--- src/rtl/cook_seq_pkg.sv ---
// Shared state encoding, table geometry and power levels for the cook sequencer.
package cook_seq_pkg;
   localparam int MAX_STAGES = 4;
   localparam int TIME_W     = 7;
   localparam int IDX_W      = 2;
   localparam int CNT_W      = 3;

   localparam logic HALF = 1'b0;
   localparam logic FULL = 1'b1;

   typedef enum logic [1:0] {
      ST_IDLE  = 2'd0,
      ST_COOK  = 2'd1,
      ST_PAUSE = 2'd2,
      ST_DONE  = 2'd3
   } state_t;
endpackage

--- src/rtl/stage_table.sv ---
// Four-entry {power, time} stage register file, append-only through a write pointer.
// Clear drops the entry count and wins over a same-cycle write.
module stage_table
   import cook_seq_pkg::*;
(
   input  logic              clk,
   input  logic              rst,
   input  logic              clear,
   input  logic              wr_en,
   input  logic              wr_power,
   input  logic [TIME_W-1:0] wr_time,
   input  logic [IDX_W-1:0]  rd_idx,
   output logic              rd_power,
   output logic [TIME_W-1:0] rd_time,
   output logic [CNT_W-1:0]  count
);
   logic              pw_q [MAX_STAGES];
   logic [TIME_W-1:0] tm_q [MAX_STAGES];

   always_ff @(posedge clk or posedge rst) begin
      if (rst) begin
         count <= '0;
         for (int i = 0; i < MAX_STAGES; i++) begin
            pw_q[i] <= HALF;
            tm_q[i] <= '0;
         end
      end else if (clear) begin
         count <= '0;
      end else if (wr_en && (count < CNT_W'(MAX_STAGES))) begin
         pw_q[count[IDX_W-1:0]] <= wr_power;
         tm_q[count[IDX_W-1:0]] <= wr_time;
         count                  <= count + CNT_W'(1);
      end
   end

   assign rd_power = pw_q[rd_idx];
   assign rd_time  = tm_q[rd_idx];
endmodule

--- src/rtl/cook_program_sequencer.sv ---
// Multi-stage microwave cook sequencer: up to four {power, time} stages run back to back,
// one clock per second, with door pause, cancel and a one-cycle completion strobe.
module cook_program_sequencer
   import cook_seq_pkg::*;
(
   input  logic              clk,
   input  logic              rst,
   input  logic              prog_valid,
   input  logic              prog_power,
   input  logic [TIME_W-1:0] prog_time,
   output logic              prog_ready,
   input  logic              start_button,
   input  logic              cancel_button,
   input  logic              door_status,
   output logic              power,
   output logic [TIME_W-1:0] timer,
   output logic              heating,
   output logic [IDX_W-1:0]  stage_idx,
   output logic [CNT_W-1:0]  stages_loaded,
   output logic [1:0]        state_code,
   output logic              done_pulse
);
   state_t            state;
   logic [IDX_W-1:0]  rd_idx;
   logic              rd_power;
   logic [TIME_W-1:0] rd_time;
   logic              table_clear;
   logic              table_wr;
   logic              last_stage;

   assign prog_ready  = (state == ST_IDLE) && (stages_loaded < CNT_W'(MAX_STAGES));
   assign state_code  = state;
   assign table_clear = cancel_button || ((state == ST_DONE) && !door_status);
   assign table_wr    = prog_valid && prog_ready && (prog_time != '0);
   // IDLE reads entry 0 for the start; COOK looks one entry ahead for a seamless advance.
   assign rd_idx      = (state == ST_IDLE) ? '0 : stage_idx + IDX_W'(1);
   assign last_stage  = (({1'b0, stage_idx} + CNT_W'(1)) == stages_loaded);

   stage_table u_table (
      .clk      (clk),
      .rst      (rst),
      .clear    (table_clear),
      .wr_en    (table_wr),
      .wr_power (prog_power),
      .wr_time  (prog_time),
      .rd_idx   (rd_idx),
      .rd_power (rd_power),
      .rd_time  (rd_time),
      .count    (stages_loaded)
   );

   always_ff @(posedge clk or posedge rst) begin
      if (rst) begin
         state      <= ST_IDLE;
         timer      <= '0;
         power      <= HALF;
         heating    <= 1'b0;
         stage_idx  <= '0;
         done_pulse <= 1'b0;
      end else begin
         done_pulse <= 1'b0;
         if (table_clear) begin
            state     <= ST_IDLE;
            timer     <= '0;
            power     <= HALF;
            heating   <= 1'b0;
            stage_idx <= '0;
         end else begin
            case (state)
               ST_IDLE: begin
                  if (start_button && door_status && (stages_loaded != '0)) begin
                     state     <= ST_COOK;
                     stage_idx <= '0;
                     timer     <= rd_time;
                     power     <= rd_power;
                     heating   <= 1'b1;
                  end
               end
               ST_COOK: begin
                  if (!door_status) begin
                     state   <= ST_PAUSE;
                     heating <= 1'b0;
                  end else if (timer == TIME_W'(1)) begin
                     if (last_stage) begin
                        state      <= ST_DONE;
                        timer      <= '0;
                        heating    <= 1'b0;
                        done_pulse <= 1'b1;
                     end else begin
                        stage_idx <= stage_idx + IDX_W'(1);
                        timer     <= rd_time;
                        power     <= rd_power;
                     end
                  end else begin
                     timer <= timer - TIME_W'(1);
                  end
               end
               ST_PAUSE: begin
                  if (start_button && door_status) begin
                     state   <= ST_COOK;
                     heating <= 1'b1;
                  end
               end
               default: begin
               end
            endcase
         end
      end
   end
endmodule

--- config.mk ---
export PLATFORM = sky130hd
export DESIGN_NAME = cook_program_sequencer
export DESIGN_NICKNAME = d
export VERILOG_FILES = /design/src/rtl/cook_seq_pkg.sv /design/src/rtl/stage_table.sv /design/src/rtl/cook_program_sequencer.sv
export SDC_FILE = /design/constraint.sdc
export NUM_CORES = 1
export LEC_CHECK = 0
export ABC_AREA = 1
export CELL_PAD_IN_SITES_DETAIL_PLACEMENT = 0
export CELL_PAD_IN_SITES_GLOBAL_PLACEMENT = 1
export CORE_ASPECT_RATIO = 0.8
export CORE_UTILIZATION = 45
export CTS_CLUSTER_DIAMETER = 50
export DETAILED_ROUTE_END_ITERATION = 10
export PLACE_DENSITY_LB_ADDON = 0.1
export SYNTH_ARGS = -nofsm -noshare
export SYNTH_HDL_FRONTEND = slang
export SYNTH_SLANG_ARGS = --single-unit
--- constraint.sdc ---
create_clock -name clk -period 2.55 [get_ports clk]
set_clock_uncertainty 0.15 [all_clocks]
set_input_delay 0.6375 -clock clk [delete_from_list [all_inputs] [get_ports clk]]
set_output_delay 0.6375 -clock clk [all_outputs]
set_load 0.02 [all_outputs]
==> qor.csv <==
stage,metric,value,unit
yosys,yosysWarnings,0,
sta,max_freq,437.9,MHz
floorplan,core_area,6037,sq um
clock_network,clk_pin_slew,0.09,ns
setup_path,worstSetupPathType,flop to primary output,
setup_path,crit_chain,inv_1 -> ha_1 -> inv_2 -> nor2_1 -> dlygate4sd2_1,
finish,num_antenna_cells,0,
setup_path,worstPathMaxFanout,5,
global_routing,grt_usage,21.40,%
yosys,yosysSeqAreaShare,42.78,%
placed_design,dp_hpwl,4750,microns
setup_path,slowest_delay,0.44,ns
sta,slew_headroom,72.84,%
clock_network,clk_latency,0.31,ns
floorplan,io_pins,32,
sta,period_minus_slack,2.284,ns
power,power_leakage,1.649,nW
yosys,synth_area,2866,sq um
hold_path,min_path_type,flop to flop,
sta,setup_viol_count_final,0,
finish,synthToLayoutAreaGrowth,16.72,%
global_routing,met1_usage,31.65,%
sta,fin_crit_sh,89.55,%
finish,fin_nets,414,
global_routing,grt_antenna_before_repair,0,
sta,worstMarginPinSlew,0.4059,ns
setup_path,endpoint_kind,primary output,
hold_path,hold_path_depth,2,
floorplan,dieWidth,91.23,microns
clock_network,cts_max_level,2,
yosys,yosysUniqueCellTypes,28,
finish,multi_input_area,1406,sq um
drt,drt_iter0_markers,104,
global_routing,grt_max_degree,50,
sta,hold_slack,0.3286,ns
floorplan,dieHeight,73.39,microns
setup_path,critPathRequiredTime,1.76,ns
drt,dr.pass1.iters,5,
global_routing,grt-ovfl-total,0,
drt,drc_errors,0,
drt,detail-route-antenna-nets,0,
clock_network,cts-root-buf,clkbuf_8,
global_routing,grt_pass1_wl,10870,microns
finish,drive_above_1_share,14.10,%
sta,slew_viol_final,0,
placed_design,globalplace.congestion,0.7674,
drt,detail_route.wl_per_cell,13.90,microns
clock_network,clk_path_buf_depth,2,
clock_network,ctsHoldBuffers,0,
global_routing,grt_pass1_vias,2086,
power,peakVddDrop,543.8,uV
placed_design,port_buffers,31,
floorplan,start_util,47.48,%
clock_network,cts.sink_count,49,
power,p_per_area,1042,nW/um^2
finish,regArea,1226,sq um
global_routing,met3_usage,5.176,%
floorplan,die_area,6695,sq um
setup_path,start_kind,flop,
yosys,syn_inst,353,
flow_run,max_cap_viol_count,0,
sta,hold_viol_final,0,
placed_design,place_area,3257,sq um
finish,final_area,3346,sq um
outcome,status,finished clean,
drt,vias,2303,
global_routing,grt_busiest_layer,met2,
clock_network,numCtsBuffers,5,
finish,fillers,593,
global_routing,grt_use_met2,32.24,%
yosys,syn_avg_cell_area,8.120,sq um
clock_network,cts_tree,yes,
sta,rsz0062_at_grt,false,
yosys,ys_seq_elements,49,
setup_path,worst-r2r-cell-count,11,
setup_path,cp_slowest_cell,dfrtp_1,
drt,routed_via_density,4.890,
setup_path,critical_path_arrival,1.50,ns
sta,tns,0,ns
drt,drt-total-wl,6548,microns
floorplan,core.rowCount,25,
yosys,synth_nets,378,
==> kinds of logic after synthesis <==
kind of cell / share of synthesized area [%]
xor gates and xnor gates: 1.222
DFF: 42.78
adders and majority gates: 4.801
buffers and inverters: 8.162
and+or+nand+nor: 30.38
AOI/OAI and AO/OA: 12.66
==> Yosys cell counts, drive strengths merged <==
library cell | instances | share of area (%)
nand2 | 118 | 17
xor2 | 3 | 0.92
and2 | 1 | 0.31
inv | 41 | 5.4
ha | 11 | 4.8
buf | 7 | 2.5
nor2 | 28 | 3.8
o22ai | 1 | 0.22
a21oi | 11 | 1.9
nand3b | 1 | 0.26
o21ai | 49 | 11
xnor2 | 1 | 0.31
nor3 | 2 | 0.74
nand4 | 7 | 4.1
dfrtp | 49 | 43
clkinv | 1 | 0.31
and3 | 1 | 0.39
nand3 | 21 | 4.0
==> final timing paths <==
check / startpoint / to / slack, ns
min in group asynchronous: rst / done_pulse / 0.53
max in group asynchronous: rst / stage_idx[0] / 1.50
min: heating / heating / 0.33
max reg2reg: state_code[0] / timer[4] / 0.39
min reg2reg: heating / heating / 0.33
max: state_code[0] / prog_ready / 0.27
==> flip-flops by register name (all words and copies together), names as in the netlist <==
| name | flops |
|---|---|
| state_code | 2 |
| power | 1 |
| u_table.pw_q | 4 |
| stage_idx | 2 |
| u_table.count | 3 |
| done_pulse | 1 |
| timer | 7 |
| u_table.tm_q | 28 |
| heating | 1 |
==> cell type report <==
| type | instances | area share (%) |
|---|---|---|
| clock buffers | 5 | 2.057 |
| clock inverters | 3 | 0.6358 |
| inverters | 42 | 4.862 |
| multi-input cells | 255 | 42.03 |
| flip-flops and latches | 49 | 36.65 |
| well taps | 81 | 3.029 |
| repair buffers | 36 | 10.73 |
==> cell usage in the layout, fill, tap and decap left out, types with 2 or more instances in the layout <==
| cell | count |
|---|---|
| xor2_1 | 3 |
| nand2_1 | 110 |
| nand3_1 | 19 |
| nand4_1 | 2 |
| clkdlybuf4s50_1 | 30 |
| nand2_4 | 3 |
| o21ai_2 | 15 |
| dfrtp_1 | 49 |
| inv_2 | 6 |
| o21ai_1 | 19 |
| ha_1 | 11 |
| inv_1 | 35 |
| nand4_4 | 5 |
| nand3_2 | 2 |
| nor2_1 | 26 |
| clkbuf_8 | 5 |
| buf_4 | 4 |
| nor2_2 | 2 |
| a21oi_1 | 11 |
| nand2_2 | 5 |
| o21ai_0 | 15 |
==> metrics by stage <==
step / total power [W] / instances / utilization (%) / setup WS [ns]
after floorplan: 0.002501 / 353 / - / 0.5897
after global placement: 0.003019 / 463 / 53.95 / 0.1523
after detailed placement: 0.003051 / 463 / 53.95 / 0.1662
after CTS: 0.003532 / 471 / 55.42 / 0.2438
after global routing: 0.003813 / 471 / 55.42 / 0.1453
final: 0.003486 / 471 / 55.42 / 0.2664
==> layer usage <==
layer	wire length [microns]	part of all wire [%]
met3	254	3.9
met2	2792	43
met4	30	0.46
met5	0	0
met1	3471	53
==> critical path, delay by kind of cell (launching register included) <==
kind | cells | cell delay [ns]
AND/OR/NAND/NOR | 1 | 0.07
buffers and inverters | 3 | 0.50
flip-flops | 1 | 0.44
adder cells (fa/ha/maj) | 1 | 0.18
==> power breakdown <==
part           switching (W)  total [W]  internal, W
registers           0.000187    0.00121      0.00103
clock network       0.000280   0.000476     0.000195
logic                0.00110    0.00180     0.000696
total                0.00157    0.00349      0.00192
==> what timing repair did <==
action,in CTS,in global routing
setup endpoints to repair,1,0
endpoints found under the hold margin,0,0
buffers inserted,0,0
resized for setup,1,0
Note: power is estimated with default switching activity, not from simulation.
